[config.mk]
export PLATFORM = sky130hd
export DESIGN_NAME = ifetch_queue
export DESIGN_NICKNAME = d
export VERILOG_FILES = /design/src/rtl/ifetch_queue.sv
export SDC_FILE = /design/constraint.sdc
export NUM_CORES = 1
export LEC_CHECK = 0
export ABC_AREA = 1
export CELL_PAD_IN_SITES_DETAIL_PLACEMENT = 1
export CELL_PAD_IN_SITES_GLOBAL_PLACEMENT = 1
export CORE_AREA = 3 3 261 160
export CTS_CLUSTER_SIZE = 12
export DETAILED_ROUTE_END_ITERATION = 10
export DIE_AREA = 0 0 264 163
export HOLD_SLACK_MARGIN = 0.15
export PLACE_DENSITY_LB_ADDON = 0.3
export SLEW_MARGIN = 15
export SYNTH_ARGS = -nofsm -noshare
export SYNTH_HDL_FRONTEND = slang
export SYNTH_SLANG_ARGS = --single-unit
export TNS_END_PERCENT = 20
[constraint.sdc]
create_clock -name clk -period 4.9 [get_ports clk]
set_input_delay 0.735 -clock clk [delete_from_list [all_inputs] [get_ports clk]]
set_output_delay 0.735 -clock clk [all_outputs]
set_load 0.005 [all_outputs]
[src/rtl/ifetch_queue.sv]
// Instruction prefetch queue: fetches words over a req/ack memory handshake into a small FIFO
// and presents the head instruction with its PC and PC+4 to the IF/ID stage.
module ifetch_queue #(
    parameter int          DEPTH    = 4,
    parameter logic [31:0] RESET_PC = 32'h0000_0000
) (
    input  logic                     clk,
    input  logic                     reset,
    input  logic                     redirect,
    input  logic [31:0]              redirect_pc,
    input  logic                     consume,
    output logic                     imem_req,
    output logic [31:0]              imem_addr,
    input  logic                     imem_ack,
    input  logic [31:0]              imem_rdata,
    output logic                     inst_valid,
    output logic [31:0]              inst_out,
    output logic [31:0]              inst_pc,
    output logic [31:0]              next_pc_out,
    output logic [$clog2(DEPTH):0]   count
);

    localparam int AW = $clog2(DEPTH);
    localparam int CW = AW + 1;
    localparam logic [CW-1:0] DEPTH_C = CW'(DEPTH);
    localparam logic [CW:0]   DEPTH_X = (CW+1)'(DEPTH);

    typedef enum logic [1:0] {IDLE, REQ, DRAIN} state_t;

    state_t          state_reg, state_next;
    logic [31:0]     fetch_pc_reg, fetch_pc_next;
    logic [31:0]     pending_pc_reg, pending_pc_next;
    logic [AW-1:0]   wr_ptr_reg, rd_ptr_reg;
    logic [CW-1:0]   count_reg, count_next;
    logic [CW:0]     count_after;
    logic [31:0]     target_pc;
    logic            push, pop, flush;

    logic [31:0]     data_mem [DEPTH];
    logic [31:0]     pc_mem   [DEPTH];

    assign target_pc   = redirect_pc & 32'hFFFF_FFFC;
    assign flush       = redirect;
    assign inst_valid  = (count_reg != '0);
    assign pop         = consume && inst_valid && !redirect;
    // Occupancy after a push in the current cycle, one bit wider so DEPTH itself is representable.
    assign count_after = {1'b0, count_reg} + (CW+1)'(1) - (CW+1)'(pop);

    always_comb begin
        state_next      = state_reg;
        fetch_pc_next   = fetch_pc_reg;
        pending_pc_next = pending_pc_reg;
        push            = 1'b0;
        case (state_reg)
            IDLE: begin
                if (redirect) begin
                    fetch_pc_next = target_pc;
                end else if (count_reg < DEPTH_C) begin
                    state_next = REQ;
                end
            end
            REQ: begin
                if (imem_ack && redirect) begin
                    fetch_pc_next = target_pc;
                    state_next    = IDLE;
                end else if (imem_ack) begin
                    push          = 1'b1;
                    fetch_pc_next = fetch_pc_reg + 32'd4;
                    if (count_after >= DEPTH_X) begin
                        state_next = IDLE;
                    end
                end else if (redirect) begin
                    // Request stays outstanding on the old address; the target waits in pending_pc.
                    pending_pc_next = target_pc;
                    state_next      = DRAIN;
                end
            end
            DRAIN: begin
                if (imem_ack) begin
                    fetch_pc_next = redirect ? target_pc : pending_pc_reg;
                    state_next    = IDLE;
                end else if (redirect) begin
                    pending_pc_next = target_pc;
                end
            end
            default: state_next = IDLE;
        endcase
    end

    always_comb begin
        count_next = count_reg;
        if (flush) begin
            count_next = '0;
        end else begin
            count_next = count_reg + CW'(push) - CW'(pop);
        end
    end

    always_ff @(posedge clk or negedge reset) begin
        if (!reset) begin
            state_reg      <= IDLE;
            fetch_pc_reg   <= RESET_PC;
            pending_pc_reg <= RESET_PC;
            wr_ptr_reg     <= '0;
            rd_ptr_reg     <= '0;
            count_reg      <= '0;
        end else begin
            state_reg      <= state_next;
            fetch_pc_reg   <= fetch_pc_next;
            pending_pc_reg <= pending_pc_next;
            count_reg      <= count_next;
            if (flush) begin
                wr_ptr_reg <= '0;
                rd_ptr_reg <= '0;
            end else begin
                if (push) wr_ptr_reg <= wr_ptr_reg + AW'(1);
                if (pop)  rd_ptr_reg <= rd_ptr_reg + AW'(1);
            end
        end
    end

    // Storage needs no reset: the head outputs are masked while the queue is empty.
    always_ff @(posedge clk) begin
        if (push) begin
            data_mem[wr_ptr_reg] <= imem_rdata;
            pc_mem[wr_ptr_reg]   <= fetch_pc_reg;
        end
    end

    assign imem_req    = (state_reg != IDLE);
    assign imem_addr   = fetch_pc_reg;
    assign inst_out    = inst_valid ? data_mem[rd_ptr_reg] : 32'h0;
    assign inst_pc     = inst_valid ? pc_mem[rd_ptr_reg] : 32'h0;
    assign next_pc_out = inst_valid ? (pc_mem[rd_ptr_reg] + 32'd4) : 32'h0;
    assign count       = count_reg;

endmodule

* After elaboration in Yosys (flattened, before gate mapping) *
Memory sizes are Yosys's and may differ from the RTL's.
Cells that the tools add are included.

storage, ports and cells
  memories kept = 2
  output and inout port bits = 133
  ROM bits = 0
  logic and storage cells = 72
  bits in registers = 73
  latch bits = 0
  bits in writable memories = 256
  input bits = 69

operators by class
  equality and inequality tests = 10
  div/mod/pow operators = 0
  muxes and demuxes = 30
  reduce and logical (&&, ||, !) cells = 14
  bitwise operators = 0
  order comparisons = 2
  add/subtract/negate cells = 8
  multiply operators = 0
  shift operators = 0

memories
  memory    words  bits a word  rd ports  clocked after Yosys merged registers in  wr ports  line  text
  data_mem  4      32           1         0                                        1         39    logic [31:0] data_mem [DEPTH];
  pc_mem    4      32           1         0                                        1         40    logic [31:0] pc_mem [DEPTH];

operators with widths
  cell                     count
  $mux W32                 10
  $pmux W32 S3             1
  $add A32 B3 Y32 const B  2
  $pmux W32 S2             1
  $mux W2                  11
  $ne A2 B2 Y1 const B     5
  $ne A4 B4 Y1 const B     2
  $reduce_bool A2 Y1       4
  $pmux W2 S3              1
  $reduce_bool A3 Y1       2
  $mux W1                  5
  $reduce_and A5 Y1        1
  $add A2 B1 Y2 const B    2
  $add A3 B1 Y4 const B    1
  $ge A4 B3 Y1 const B     1
  $reduce_and A4 Y1        1
  $sub A4 B1 Y4            1
  $add A3 B1 Y3            1
  $logic_and A1 B1 Y1      3
  $lt A3 B3 Y1 const B     1
  $mux W3                  1
  $ne A3 B3 Y1 const B     1
  $sub A3 B1 Y3            1
  $eq A2 B1 Y1 const B     1
  other kinds (4)          4

* Depth between registers and ports, before layout *
Gate-level depths: netlist (run 1).

  depth after elaboration = 9
  depth in mapped cells = 17
  depth with buffers taken out = 14

* Worst setup path after synthesis (run 1) *
Ideal clock, no wire load.

  path type = input-to-reg
  start = input port redirect
  end = memory data_mem[0][0], enable pin
  path slack = 315 ps
  library setup time = 487 ps
  stages on the path = 4
  required time = 4413 ps
  buffers on the path = 1
  arrival time = 4098 ps
  path through = clkbuf_1 -> nor3_1 -> inv_1 -> nor2_1

between the ends
  cells in the longest elaborated chain, start to end = 5

ends and longest elaborated chain
  item                           line  text
  from (decl)                    9     input logic redirect,
  $logic_and A1 B1 Y1            63    if (imem_ack && redirect) begin
  $mux W1                        63
  $mux W1                        54    case (state_reg)
  $mux W1                        124   if (push) begin
  $mux W1 (not written as such)  125   data_mem[wr_ptr_reg] <= imem_rdata;
  to (decl)                      39

No other way between the ends.

* Worst setup path in the final report (run 1) *
  start = register rd_ptr_reg[0]
  end = output port next_pc_out[16]

between the ends
  cells in the longest elaborated chain, start to end = 3

ends and longest elaborated chain
  item                    line  text
  from (decl)             33    logic [AW-1:0] wr_ptr_reg, rd_ptr_reg;
  from (signal assigned)  117   if (pop) rd_ptr_reg <= rd_ptr_reg + AW'(1);
  $mem_v2 Z4 W32          -
  $add A32 B3 Y32         134   assign next_pc_out = inst_valid ? (pc_mem[rd_ptr_reg] + 32'd4) : 32'h0;
  $mux W32                134
  to (decl)               19    output logic [31:0] next_pc_out,

No other way between the ends.

==> impl_metrics.yaml, run 1 <==
power_and_ir_drop:
  comb_power_share_pct: 45.3
  pwr-share-seq_pct: 34.1
  cellPowerDensity_nw_per_um2: 603.4
  leakagePower_nw: 8.095
  total_power_mw: 12.14
  ir_drop_mv: 0.4536
  power_frac_clock_pct: 20.6
  swShare_pct: 40.97
  p_int_mw: 7.168
  p_switching_mw: 4.975
placed_design:
  dp.cells: 2609
  hpwlAfterDp_um: 39300
  dpl_cell_area_um2: 19070
  portBuffers: 199
  place_congestion: 0.9196
routing:
  vias: 14565
  drc_errors: 0
  wl_per_cell_um: 21.22
  drt_iter0_drc: 1157
  ant_nets: 0
  finalWirelength_um: 56750
  routed_via_density: 5.447
  firstDrtPassIters: 5
critical_path:
  critPathArrivalTime_ps: 3900
  worstPathMaxFanout: 38
  worstSetupStartpointType: "flop"
  critPathSlowestCell: "dfrtp_4"
  r2r_start: "state_reg[1]"
  cp.required_ps: 4160
  critPathBufInv: 3
  rrSetupSlack_ps: 1310
  cp_top_family: "simple AND/OR/NAND/NOR gates"
  reg2reg_depth: 12
  r2r-end: "count[2]"
  crit_type: "flop to primary output"
  cp_common_cell: "nor2_1"
  crit_path_end_kind: "primary output"
  slowest_delay_ps: 670
  crit_chain: "inv_4 -> nor2_1 -> nor2_1 -> o21ai_1 -> nand2_2 -> ha_1 -> inv_1 -> nor2_1 -> nand2_1 -> nor2_2 -> a21oi_1 -> nor3_1 -> clkdlybuf4s50_1"
cells_and_area:
  finish.instance_area_um2: 20120
  area_growth_pct: 21.69
  final_nets: 2206
  n_fill_cell: 4578
  top_regs: "data_mem: 128 flops, pc_mem: 128 flops"
  final_layout_size_suffix_gt1_share_pct: 4.744
  finalNonFillerCells: 2674
flow_run:
  max_cap_viol_count: 0
floorplanning:
  coreArea_um2: 39240
  start_util_pct: 42.15
  dieWidth_um: 264
  fp.dieH_um: 163
  dieArea_um2: 43030
  num_rows: 56
  io_pins: 202
sta:
  finClkSkew_ps: 14.35
  finalHoldViolCount: 0
  fmaxAchievable_mhz: 215.8
  finalSetupViolCount: 0
  fin_tns_setup_ps: 0
  rsz0062_at_grt: "no"
  final_max_slew_viol_count: 0
  finalCritPeriodShare_pct: 94.58
  slew_headroom_pct: 42.16
  min_period_ps: 4634
  max_slew.worst_pin.slew_ps: 866.7
cts:
  cts_tree: "done"
  clkSinkCount: 329
  worst_skew_pair.late_latency_ps: 530
  cts_resized: 0
  clkSlewWorstSetupHoldPaths_ps: 60
  htree_levels: 2
  clk_path_buf_depth: 3
  cts_root_buf: "clkbuf_16"
  post_cts_buffers: 0
  hold_buffers: 0
  cts_buffers: 35
synth:
  synth_top_family_by_area: "simple AND/OR/NAND/NOR gates"
  avgSynthCellArea_um2: 8.498
  synthSimpleGateAreaFrac_pct: 25.63
  synthMuxAreaShare_pct: 0
  yosys_warnings: 0
  synth_seq_cells: 329
  yosys.area_share.xor_xnor_pct: 0.5826
  syn_inst: 1946
  synthArstFlopShare_pct: 22.19
  ys.flop_type: "edfxtp_1"
  yosysSeqAreaShare_pct: 57.53
  yosysUniqueCellTypes: 38
  synth_compound_area_share_pct: 9.412
  synth_fa_ha_area_share_pct: 1.029
  syn_area_um2: 16540
  syn_nets: 2028
  synth_edf_count: 256
grt:
  grt_pass1_wl_um: 87130
  grt_start_max_net_pins: 96
  grtUsageMet1_pct: 37.58
  grtUsageTotal_pct: 26.23
  grt_use_met3_pct: 4.847
  first_global_vias: 15240
  busiest_layer: "met2"
  grt-ovfl-total: 0
  antenna_found_initial: 3
  met2_usage_pct: 41.55
min_path:
  hold_path.class: "primary input to async pin"
outcome:
  status: "finished clean"
## kinds of logic after synthesis
group | Yosys count
buf+inv | 232
fa+ha+maj | 13
xor+xnor | 11
simple gates | 1072
compound gates | 289
flops | 329
## per-layer routing
| layer | share of wire (%) | vias to the layer above | wire (um) |
|---|---|---|---|
| met2 | 45 | 403 | 25490 |
| li1 | - | 6770 | - |
| met1 | 47 | 7316 | 26430 |
| met4 | 2.0 | 2 | 1118 |
| met5 | 0.016 | - | 9 |
| met3 | 6.5 | 74 | 3702 |
## stage by stage
step	hold WS, ps	utilization, %	worst slack [ps]
finish	229.6	51.29	265.8
global placement	449.4	48.61	944.2
global route	280.3	51.28	44.67
floorplan	437.0	-	315.5
detailed placement	461.7	48.61	890.8
CTS	249.4	51.28	328.0
## worst reg2reg max path: cells and delay by family (launching register included)
kind | cells | cell delay, ps
flops | 1 | 420
simple gates | 3 | 790
fa+ha+maj | 4 | 1540
buf+inv | 5 | 770
## layout make-up
cell class / instances / area, um2 / area share [%]
diodes: 2 / 5.005 / 0.02487
clock buffers: 52 / 960.9 / 4.775
clock inverters: 11 / 86.33 / 0.4290
inverters: 141 / 531.8 / 2.642
multi-input cells: 1385 / 6106 / 30.34
flip-flops and latches: 329 / 9519 / 47.30
well taps: 522 / 653.1 / 3.245
repair buffers: 232 / 2262 / 11.24
## cells in the mapped netlist, types with 2 or more instances
| cell | instances | area share [%] |
|---|---|---|
| a211oi_1 | 2 | 0.091 |
| a21oi_1 | 116 | 3.5 |
| a22oi_1 | 18 | 0.82 |
| a2bb2oi_1 | 6 | 0.32 |
| buf_1 | 12 | 0.27 |
| buf_2 | 14 | 0.42 |
| buf_4 | 8 | 0.36 |
| buf_6 | 4 | 0.27 |
| clkbuf_1 | 52 | 1.2 |
| clkinv_1 | 4 | 0.091 |
| dfrtp_1 | 73 | 11 |
| edfxtp_1 | 256 | 46 |
| ha_1 | 12 | 0.91 |
| inv_1 | 134 | 3.0 |
| inv_2 | 2 | 0.045 |
| nand2_1 | 563 | 13 |
| nand2_2 | 4 | 0.15 |
| nand3_1 | 99 | 3.0 |
| nand3b_1 | 3 | 0.14 |
| nand4_1 | 10 | 0.38 |
| nor2_1 | 368 | 8.4 |
| nor2_2 | 9 | 0.34 |
| nor3_1 | 15 | 0.45 |
| o211ai_1 | 5 | 0.23 |
| o21ai_0 | 128 | 3.9 |
| o21ai_1 | 2 | 0.061 |
| o22ai_1 | 7 | 0.26 |
| xor2_1 | 10 | 0.53 |
## layout by cell type (no fill, tap or decap), types with 2 or more instances in the layout
cell type and n:
nor2_2 10, a2bb2oi_1 6, o21ai_1 2, o22ai_1 7, clkinv_2 3, a21oi_1 116
clkbuf_16 36, nor3_1 14, o211ai_1 5, buf_12 2, nor2_1 362, buf_4 32
xor2_1 10, inv_2 2, inv_6 3, inv_1 134, clkdlybuf4s50_1 198, nand3b_1 3
nand2_1 563, edfxtp_1 256, nor2_4 5, nand2_2 4, o21ai_0 128, a211oi_1 2
clkbuf_1 16, a22oi_1 18, dfrtp_1 71, diode_2 2, clkinv_1 8, ha_1 12
nand4_1 10, nand3_1 99
## worst max-delay path by stage
stage	start	endpoint	slack, ps	cells after the start
finish	rd_ptr_reg[0]	next_pc_out[16]	270	13
global placement	rd_ptr_reg[0]	next_pc_out[20]	940	15
detailed placement	rd_ptr_reg[0]	next_pc_out[16]	890	13
floorplan	redirect	data_mem[0][0]	320	4
global route	rd_ptr_reg[0]	next_pc_out[31]	40	15
CTS	rd_ptr_reg[0]	next_pc_out[16]	330	13
## power by group through the flow
stage          sequential, mW  combinational [mW]  clock (mW)
6_report                 4.14                5.50        2.51
3_5_place_dp             4.17                5.47           0
4_1_cts                  4.13                5.52        2.55
2_1_floorplan            3.89                2.93           0
3_3_place_gp             4.15                5.29           0
5_1_grt                  4.19                6.08        2.66
Power figures use the tool's default switching activity.
==> run 2: changes to the inputs <==
- GPL_TIMING_DRIVEN: default -> 0
- REMOVE_ABC_BUFFERS: default -> 1
- SLEW_MARGIN: 15 -> 20
==> impl_metrics.yaml, run 2 (same netlist as run 1, synthesis figures left out) <==
cts:
  htree_levels: 2
  cts_buffers: 35
  cts_root_buf: "clkbuf_16"
  clkSlewWorstSetupHoldPaths_ps: 60
  post_cts_buffers: 0
  worst_skew_pair.late_latency_ps: 550
  cts_tree: "done"
  clk_path_buf_depth: 3
  clkSinkCount: 329
cells_and_area:
  most-common-layout-cells: "562 x nand2_1, 359 x nor2_1, 256 x edfxtp_1, 197 x clkdlybuf4s50_1, 133 x inv_1"
  n_fill_cell: 4603
  final_nets: 2199
  top_regs: "data_mem: 128 flops, pc_mem: 128 flops"
  diodes: 0
  area_growth_pct: 23.67
  final_common_cell: "nand2_1"
  final_layout_size_suffix_gt1_share_pct: 4.913
grt:
  first_global_vias: 15189
  grt-ovfl-total: 0
  grt_pass1_wl_um: 87620
  grt_start_max_net_pins: 66
  grtUsageTotal_pct: 26.07
  antenna_found_initial: 0
floorplanning:
  dieArea_um2: 43030
  num_rows: 56
  start_util_pct: 42.15
  coreArea_um2: 39240
  io_pins: 202
  dieWidth_um: 264
  fp.dieH_um: 163
power_and_ir_drop:
  leakagePower_nw: 8.174
  ir_drop_mv: 0.3164
  cellPowerDensity_nw_per_um2: 602.0
sta:
  fin_ws_ps: 253.2
  final_max_slew_viol_count: 0
  fmaxAchievable_mhz: 215.2
  finalCritPeriodShare_pct: 94.83
  min_period_ps: 4647
  rsz0062_at_grt: "no"
  finalSetupViolCount: 0
  max_slew.worst_pin.slew_ps: 1059
  holdWs_ps: 492.2
  finClkSkew_ps: 21.72
  finalHoldViolCount: 0
  slew_headroom_pct: 29.37
critical_path:
  crit_chain: "buf_16 -> clkinv_16 -> nor2_1 -> nor2_1 -> o21ai_1 -> nand2_2 -> ha_1 -> nand2_1 -> nor2_1 -> xor2_1 -> nor2_1 -> clkdlybuf4s50_1"
  crit_path_end_kind: "primary output"
  worstPathMaxFanout: 65
  cp_top_family: "simple AND/OR/NAND/NOR gates"
  crit_type: "flop to primary output"
  critPathSlowestCell: "dfrtp_4"
  critPathArrivalTime_ps: 3910
  worstSetupStartpointType: "flop"
  critPathBufInv: 3
  cp_common_cell: "nor2_1"
  slowest_delay_ps: 570
  cp.required_ps: 4160
flow_run:
  max_cap_viol_count: 0
placed_design:
  hpwlAfterDp_um: 38940
  place_congestion: 0.8457
  portBuffers: 199
  place_ws_ps: 11.10
outcome:
  status: "finished clean"
min_path:
  hold_path.class: "flop to flop"
routing:
  drc_errors: 0
  routed_via_density: 5.447
  ant_nets: 0
  firstDrtPassIters: 5
  vias: 14483
  finalWirelength_um: 56480
  drt_iter0_drc: 1004
  wl_per_cell_um: 21.24
run 2: repair_timing:
action	4_1_cts	5_1_grt
hold buffers	1	0
endpoints found under the hold margin	21	0
gates cloned	1	0
resized for setup	4	6
endpoints found under the setup margin	20	5
run 2: where the power goes:
| part | internal, mW | switching (mW) |
|---|---|---|
| Sequential | 3.54 | 0.551 |
| Clock | 1.35 | 1.13 |
| Combinational | 2.33 | 3.42 |
| Total | 7.22 | 5.09 |
run 2: cell type report:
class / count / area (um2) / share of cell area, %
Clock buffer: 44 / 929.6 / 4.545
Clock inverter: 13 / 95.09 / 0.4649
Inverter: 141 / 563.0 / 2.753
Multi-Input combinational cell: 1385 / 6133 / 29.99
Sequential cell: 329 / 9522 / 46.56
Tap cell: 522 / 653.1 / 3.193
Timing Repair Buffer: 224 / 2547 / 12.46
Timing Repair inverter: 1 / 8.758 / 0.04282
run 2: worst register-to-register path: cells and delay by family (launching register included):
family | cells | cell delay (ps)
compound gates | 1 | 320
flops | 1 | 420
simple gates | 2 | 1040
fa+ha+maj | 1 | 990
buf+inv | 5 | 1750
run 2: worst paths after layout:
path | slack [ps] | to | from | cells past startpoint
max in group asynchronous | 3600 | rd_ptr_reg[1] | reset | 3
setup reg to reg | 260 | pending_pc_reg[3] | state_reg[0] | 9
hold reg to reg | 490 | pending_pc_reg[0] | pending_pc_reg[0] | 2
min in group asynchronous | 640 | pending_pc_reg[25] | reset | 2
setup / recovery | 250 | next_pc_out[14] | rd_ptr_reg[0] | 12
hold / removal | 490 | pending_pc_reg[0] | pending_pc_reg[0] | 2
run 2: layer usage:
metal	up-vias	track usage, %	routed length, um
li1	6749	-	-
met1	7252	35.76	25220
met2	398	42.63	26500
met3	84	5.103	3453
met4	0	6.894	1308
met5	-	0	0
run 2: per-stage QoR:
step | TNS, ps | total power [mW] | utilization, % | cells | area (um2)
2_1_floorplan | -7212 | 6.676 | - | 1855 | 16110
3_3_place_gp | -1317840 | 8.401 | 47.79 | 2576 | 18750
3_5_place_dp | 0 | 9.821 | 49.35 | 2600 | 19360
4_1_cts | 0 | 12.35 | 52.04 | 2659 | 20420
5_1_grt | 0 | 13.10 | 52.12 | 2659 | 20450
6_report | 0 | 12.31 | 52.12 | 2659 | 20450
